**src/rtl/maxpool2d.sv**
```systemverilog
// Streaming 2x2 stride-2 max-pool over a signed raster feature map.
// Row/column parity selects hold, pair-store, hold, pair-emit; one half-width row buffer spans row pairs.
module maxpool2d #(
  parameter int LineWidthPx = 158,
  parameter int LineCountPx = 118,
  parameter int Width       = 32
) (
  input  logic                    clk_i,
  input  logic                    rst_i,
  input  logic                    valid_i,
  output logic                    ready_o,
  input  logic signed [Width-1:0] data_i,
  output logic                    valid_o,
  input  logic                    ready_i,
  output logic signed [Width-1:0] data_o
);

  localparam int PoolW = LineWidthPx / 2;
  localparam int PoolH = LineCountPx / 2;
  localparam int XW    = $clog2(LineWidthPx + 1);
  localparam int YW    = $clog2(LineCountPx + 1);
  localparam int IdxW  = (PoolW > 1) ? $clog2(PoolW) : 1;

  localparam logic [XW-1:0] LastX   = XW'(LineWidthPx - 1);
  localparam logic [YW-1:0] LastY   = YW'(LineCountPx - 1);
  localparam logic [XW-1:0] PooledX = XW'(2 * PoolW);
  localparam logic [YW-1:0] PooledY = YW'(2 * PoolH);

  logic [XW-1:0]           xPos_q, xPos_d;
  logic [YW-1:0]           yPos_q, yPos_d;
  logic signed [Width-1:0] hold_q;
  logic signed [Width-1:0] rowBuf_q [PoolW];
  logic                    validOut_q;
  logic signed [Width-1:0] dataOut_q;

  logic                    inFire;
  logic                    colPooled;
  logic                    rowPooled;
  logic                    produce;
  logic                    bufWrite;
  logic [IdxW-1:0]         bufIdx;
  logic signed [Width-1:0] bufRd;
  logic signed [Width-1:0] pairMax;
  logic signed [Width-1:0] result;

  assign ready_o = ~validOut_q | ready_i;
  assign valid_o = validOut_q;
  assign data_o  = dataOut_q;
  assign inFire  = valid_i & ready_o;

  // A trailing odd column or row falls outside the pooled region and is simply swallowed.
  assign colPooled = (xPos_q < PooledX);
  assign rowPooled = (yPos_q < PooledY);
  assign bufIdx    = xPos_q[IdxW:1];
  assign bufRd     = rowBuf_q[bufIdx];
  assign pairMax   = (data_i > hold_q) ? data_i : hold_q;
  assign result    = (bufRd > pairMax) ? bufRd : pairMax;
  assign produce   = inFire & colPooled & rowPooled & xPos_q[0] & yPos_q[0];
  assign bufWrite  = inFire & colPooled & rowPooled & xPos_q[0] & ~yPos_q[0];

  always_comb begin
    xPos_d = xPos_q;
    yPos_d = yPos_q;
    if (inFire) begin
      if (xPos_q == LastX) begin
        xPos_d = '0;
        yPos_d = (yPos_q == LastY) ? '0 : yPos_q + 1'b1;
      end else begin
        xPos_d = xPos_q + 1'b1;
      end
    end
  end

  always_ff @(posedge clk_i or posedge rst_i) begin
    if (rst_i) begin
      xPos_q     <= '0;
      yPos_q     <= '0;
      hold_q     <= '0;
      validOut_q <= 1'b0;
      dataOut_q  <= '0;
    end else begin
      xPos_q <= xPos_d;
      yPos_q <= yPos_d;
      if (inFire && !xPos_q[0]) begin
        hold_q <= data_i;
      end
      if (ready_o) begin
        validOut_q <= produce;
      end
      if (produce) begin
        dataOut_q <= result;
      end
    end
  end

  // Never cleared: every entry is rewritten on an even row before the odd row reads it.
  always_ff @(posedge clk_i) begin
    if (bufWrite) begin
      rowBuf_q[bufIdx] <= pairMax;
    end
  end

endmodule

```
**config.mk**
```make
export PLATFORM = sky130hd
export DESIGN_NAME = maxpool2d
export DESIGN_NICKNAME = d
export VERILOG_FILES = /design/src/rtl/maxpool2d.sv
export SDC_FILE = /design/constraint.sdc
export NUM_CORES = 2
export LEC_CHECK = 0
export CORE_AREA = 2 2 483 485
export CTS_CLUSTER_DIAMETER = 100
export DETAILED_ROUTE_END_ITERATION = 10
export DIE_AREA = 0 0 485 487
export SLEW_MARGIN = 20
export SYNTH_ARGS = -nofsm -noshare
export SYNTH_HDL_FRONTEND = slang
export SYNTH_SLANG_ARGS = --single-unit
export TNS_END_PERCENT = 20
```
**constraint.sdc**
```tcl
create_clock -name clk_i -period 10.9 [get_ports clk_i]
set_input_delay 2.18 -clock clk_i [delete_from_list [all_inputs] [get_ports clk_i]]
set_output_delay 2.18 -clock clk_i [all_outputs]
set_load 0.02 [all_outputs]
```
==> key figures <==
Setup path
  • CP Class: register to register
  • RR Startpoint: xPos_q[1]$_DFFE_PP0P_
  • Crit path capture type: register
  • Critical path buffer and inverter count: 2
  • R2R depth: 14
  • Reg2reg end: data_o[0]$_DFFE_PP0P_
  • Largest delay share family, worst path: simple AND/OR/NAND/NOR gates
  • Critical path peak fanout: 98
  • Worst Setup Start Kind: register
  • Crit path largest cell delay: 950 ps
  • Worst reg2reg setup slack: 3220 ps
  • Critical path's slowest cell: o211ai_1
  • Critical Path RT: 11,730 ps
  • Critical-path cell list: buf_12 -> mux4_2 -> mux4_2 -> o211ai_1 -> nand4_1 -> ha_1 -> nand4_1 -> nor4_1 -> nor2_1 -> or3_1 -> a41oi_2 -> buf_4 -> nand2_1 -> o221ai_1
  • Crit path arrival time: 8510 ps

Logic synthesis
  • Mapped Area: 104,000 um^2
  • Syn_nets: 5,955
  • Yosys warnings: 0
  • Number of synthesized flops with an enable pin: 2,528
  • Async set-reset flop share out of synthesis: 3.07%
  • Netlist cell types: 86
  • Largest cells by area after synthesis: edfxtp_1, mux4_2, mux2_2
  • Ys flop type: edfxtp_1
  • Register area share after synthesis: 75.2%
  • Yosys top cell area share: 73.3%
  • Synth Instances: 5,851
  • FF+latch count, synth: 2,608
  • Synth area leader: edfxtp_1
  • Syn Area/Cell: 17.7 um^2

STA
  • Slew Limit Headroom: 16.2%
  • Period minus WS final: 7680 ps
  • Final worst slack: 3220 ps
  • Post-Route Setup TNS: 0 ps
  • Max Clock Skew: 56.3 ps
  • Fmax: 130 MHz
  • RSZ-0062 raised after global routing: false
  • Final Hold Fails: 0
  • Slew Viols, Final: 0
  • Worst Tran Pin Value: 1250 ps
  • Tcrit/Tclk final: 70.5%
  • Endpoints failing setup: 0

Finish
  • Post-Layout Cell Count: 9,299
  • Sequential Area: 77,900 um^2
  • Multi-input logic area: 24,000 um^2
  • # fillers: 18,500
  • Synthesis-to-finish area growth: 13.3%
  • Most frequent cells in the layout: edfxtp_1, clkbuf_16, mux2_2
  • Total Nets Final: 6,155
  • Fin area: 117,000 um^2
  • Share of cells above drive strength 1: 20.0%
  • Commonest non-fill, non-tap cell in the layout: edfxtp_1

Clock tree
  • CTS buffer count: 286
  • Post-CTS Setup Inserts: 0
  • Clock slew at reported path FFs: 60 ps
  • H-tree depth: 5
  • Number of hold buffers added after cts: 0
  • CTS max path bufs: 4
  • Clk_lat worst skew: 950 ps
  • CTS sink cnt: 2,608
  • TritonCTS clock tree: built
  • CTS root buf: clkbuf_16
  • Post_cts resized: 0

Floorplan
  • Ports: 70
  • Area of the core: 231,000 um^2
  • Initial cell density of the core: 44.8%
  • Die height: 487 um
  • Die W: 485 um
  • Rows: 177
  • Die area: 236,000 um^2

Place
  • Dpl hpwl: 196 mm
  • Buffers on Ports: 69
  • Placed Cells: 8,805
  • Dpl ws: 2370 ps
  • Placer Congestion: 0.895
  • Post-place instance area: 109,000 um^2

Route
  • Starting DRT DRC Count: 9,394
  • DRT Wirelength: 350 mm
  • DRC: 0
  • WL/cell: 37.6 um
  • Post-DRT Antenna Nets: 0
  • Iteration count of the initial detailed-routing pass: 6
  • Vias/cell: 6.62
  • Via count: 61,500

Global routing
  • Vias in the first global route: 57,900
  • Initial antenna violation count: 32
  • Largest net degree at the start of global routing: 107
  • Total track usage: 29.0%
  • Remaining Overflow, GRT: 0
  • First-pass GRT wire length: 477 mm

Flow run
  • Max_cap viols: 0

Run status
  • Outcome: completed

Min path
  • Hold_sp: yPos_q[6]$_DFFE_PP0P_
  • Worst Hold Class: register to register
  • Hold endpoint: yPos_q[6]$_DFFE_PP0P_
  • Worst hold path cell count: 1

Power
  • Worst VDD drop: 223 uV
  • Cell area power density: 290 nW/um^2
  • LEAKAGE: 37.6 nW
[through the flow]
stage / hold WS (ps) / util [%] / power, mW
2_1_floorplan: 449 / - / 19.3
3_3_place_gp: 472 / 47.0 / 24.7
3_5_place_dp: 482 / 47.0 / 24.9
4_1_cts: 498 / 50.7 / 33.8
5_1_grt: 524 / 50.7 / 34.8
6_report: 499 / 50.7 / 34.1
[synth_stat cells (24+ instances only)]
cell type,instances
o211ai_1,57
buf_6,24
clkbuf_1,123
mux2_2,288
a221oi_1,253
a21oi_1,170
buf_1,33
o221ai_1,55
mux4_2,163
inv_1,87
o22ai_1,40
o2bb2ai_1,26
nor2_1,188
buf_2,153
edfxtp_1,2528
a31oi_1,32
ha_1,68
o21ai_0,187
a22oi_1,159
a22o_1,39
a221o_1,112
mux2i_1,253
nand3_1,57
dfrtp_1,80
buf_4,68
a211oi_1,24
nand2_1,269
[flip-flops by register name, indices dropped and copies added, names as in the netlist]
signal	count
valid_o	1
rowBuf_q	2528
xPos_q	8
yPos_q	7
hold_q	32
data_o	32
[report_power, final]
group	switching, mW	internal [mW]
sequential	0.226	12.7
clock	3.84	5.24
combinational	8.89	3.22
total	12.9	21.1
[kinds of logic (layout without fill, tap and decap cells)]
logic type / count (synthesis) / count (layout) / share of synthesized area (%)
other: 0 / 13 / 0
adder cells (fa/ha/maj): 68 / 68 / 0.821
buffers and inverters: 490 / 882 / 2.38
AO/OA/AOI/OAI: 1297 / 1297 / 9.38
multiplexers: 705 / 705 / 9.13
AND/OR/NAND/NOR: 680 / 680 / 3.05
XOR/XNOR: 3 / 3 / 0.0254
flip-flops: 2608 / 2608 / 75.2
[layer usage]
metal  part of all wire [%]  track usage, %  vias up
met1                     38            40.0    32100
li1                       -               -    24500
met4                    5.1            13.3       10
met3                     12            7.23      745
met5                  0.021               0        -
met2                     45            43.6     4207
[worst max path at each step]
stage	startpoint	end	slack (ps)	cells past startpoint
after floorplan	data_i[1]	data_o[14]$_DFFE_PP0P_	4440	18
after global placement	data_i[23]	data_o[2]$_DFFE_PP0P_	2420	17
after detailed placement	data_i[23]	data_o[16]$_DFFE_PP0P_	2370	17
after CTS	xPos_q[2]$_DFFE_PP0P_	data_o[25]$_DFFE_PP0P_	3300	15
after global routing	xPos_q[2]$_DFFE_PP0P_	data_o[30]$_DFFE_PP0P_	3120	16
final	xPos_q[1]$_DFFE_PP0P_	data_o[0]$_DFFE_PP0P_	3220	14
[final cells by class]
class                   instances  share of cell area (%)
clock buffers                 350                    6.45
repair buffers                313                    2.34
inverters                      89                   0.298
flip-flops and latches       2608                    66.4
well taps                    3043                    3.24
multi-input cells            2753                    20.5
diodes                         13                  0.0277
clock inverters               130                   0.827
[worst register-to-register path, delay by kind of cell (launching register included)]
| family | cells | cell delay [ps] |
|---|---|---|
| simple gates | 6 | 2420 |
| buf+inv | 2 | 810 |
| flops | 1 | 930 |
| fa+ha+maj | 1 | 540 |
| mux | 2 | 1410 |
| compound gates | 3 | 1450 |
(Power assumes the default switching activity.)
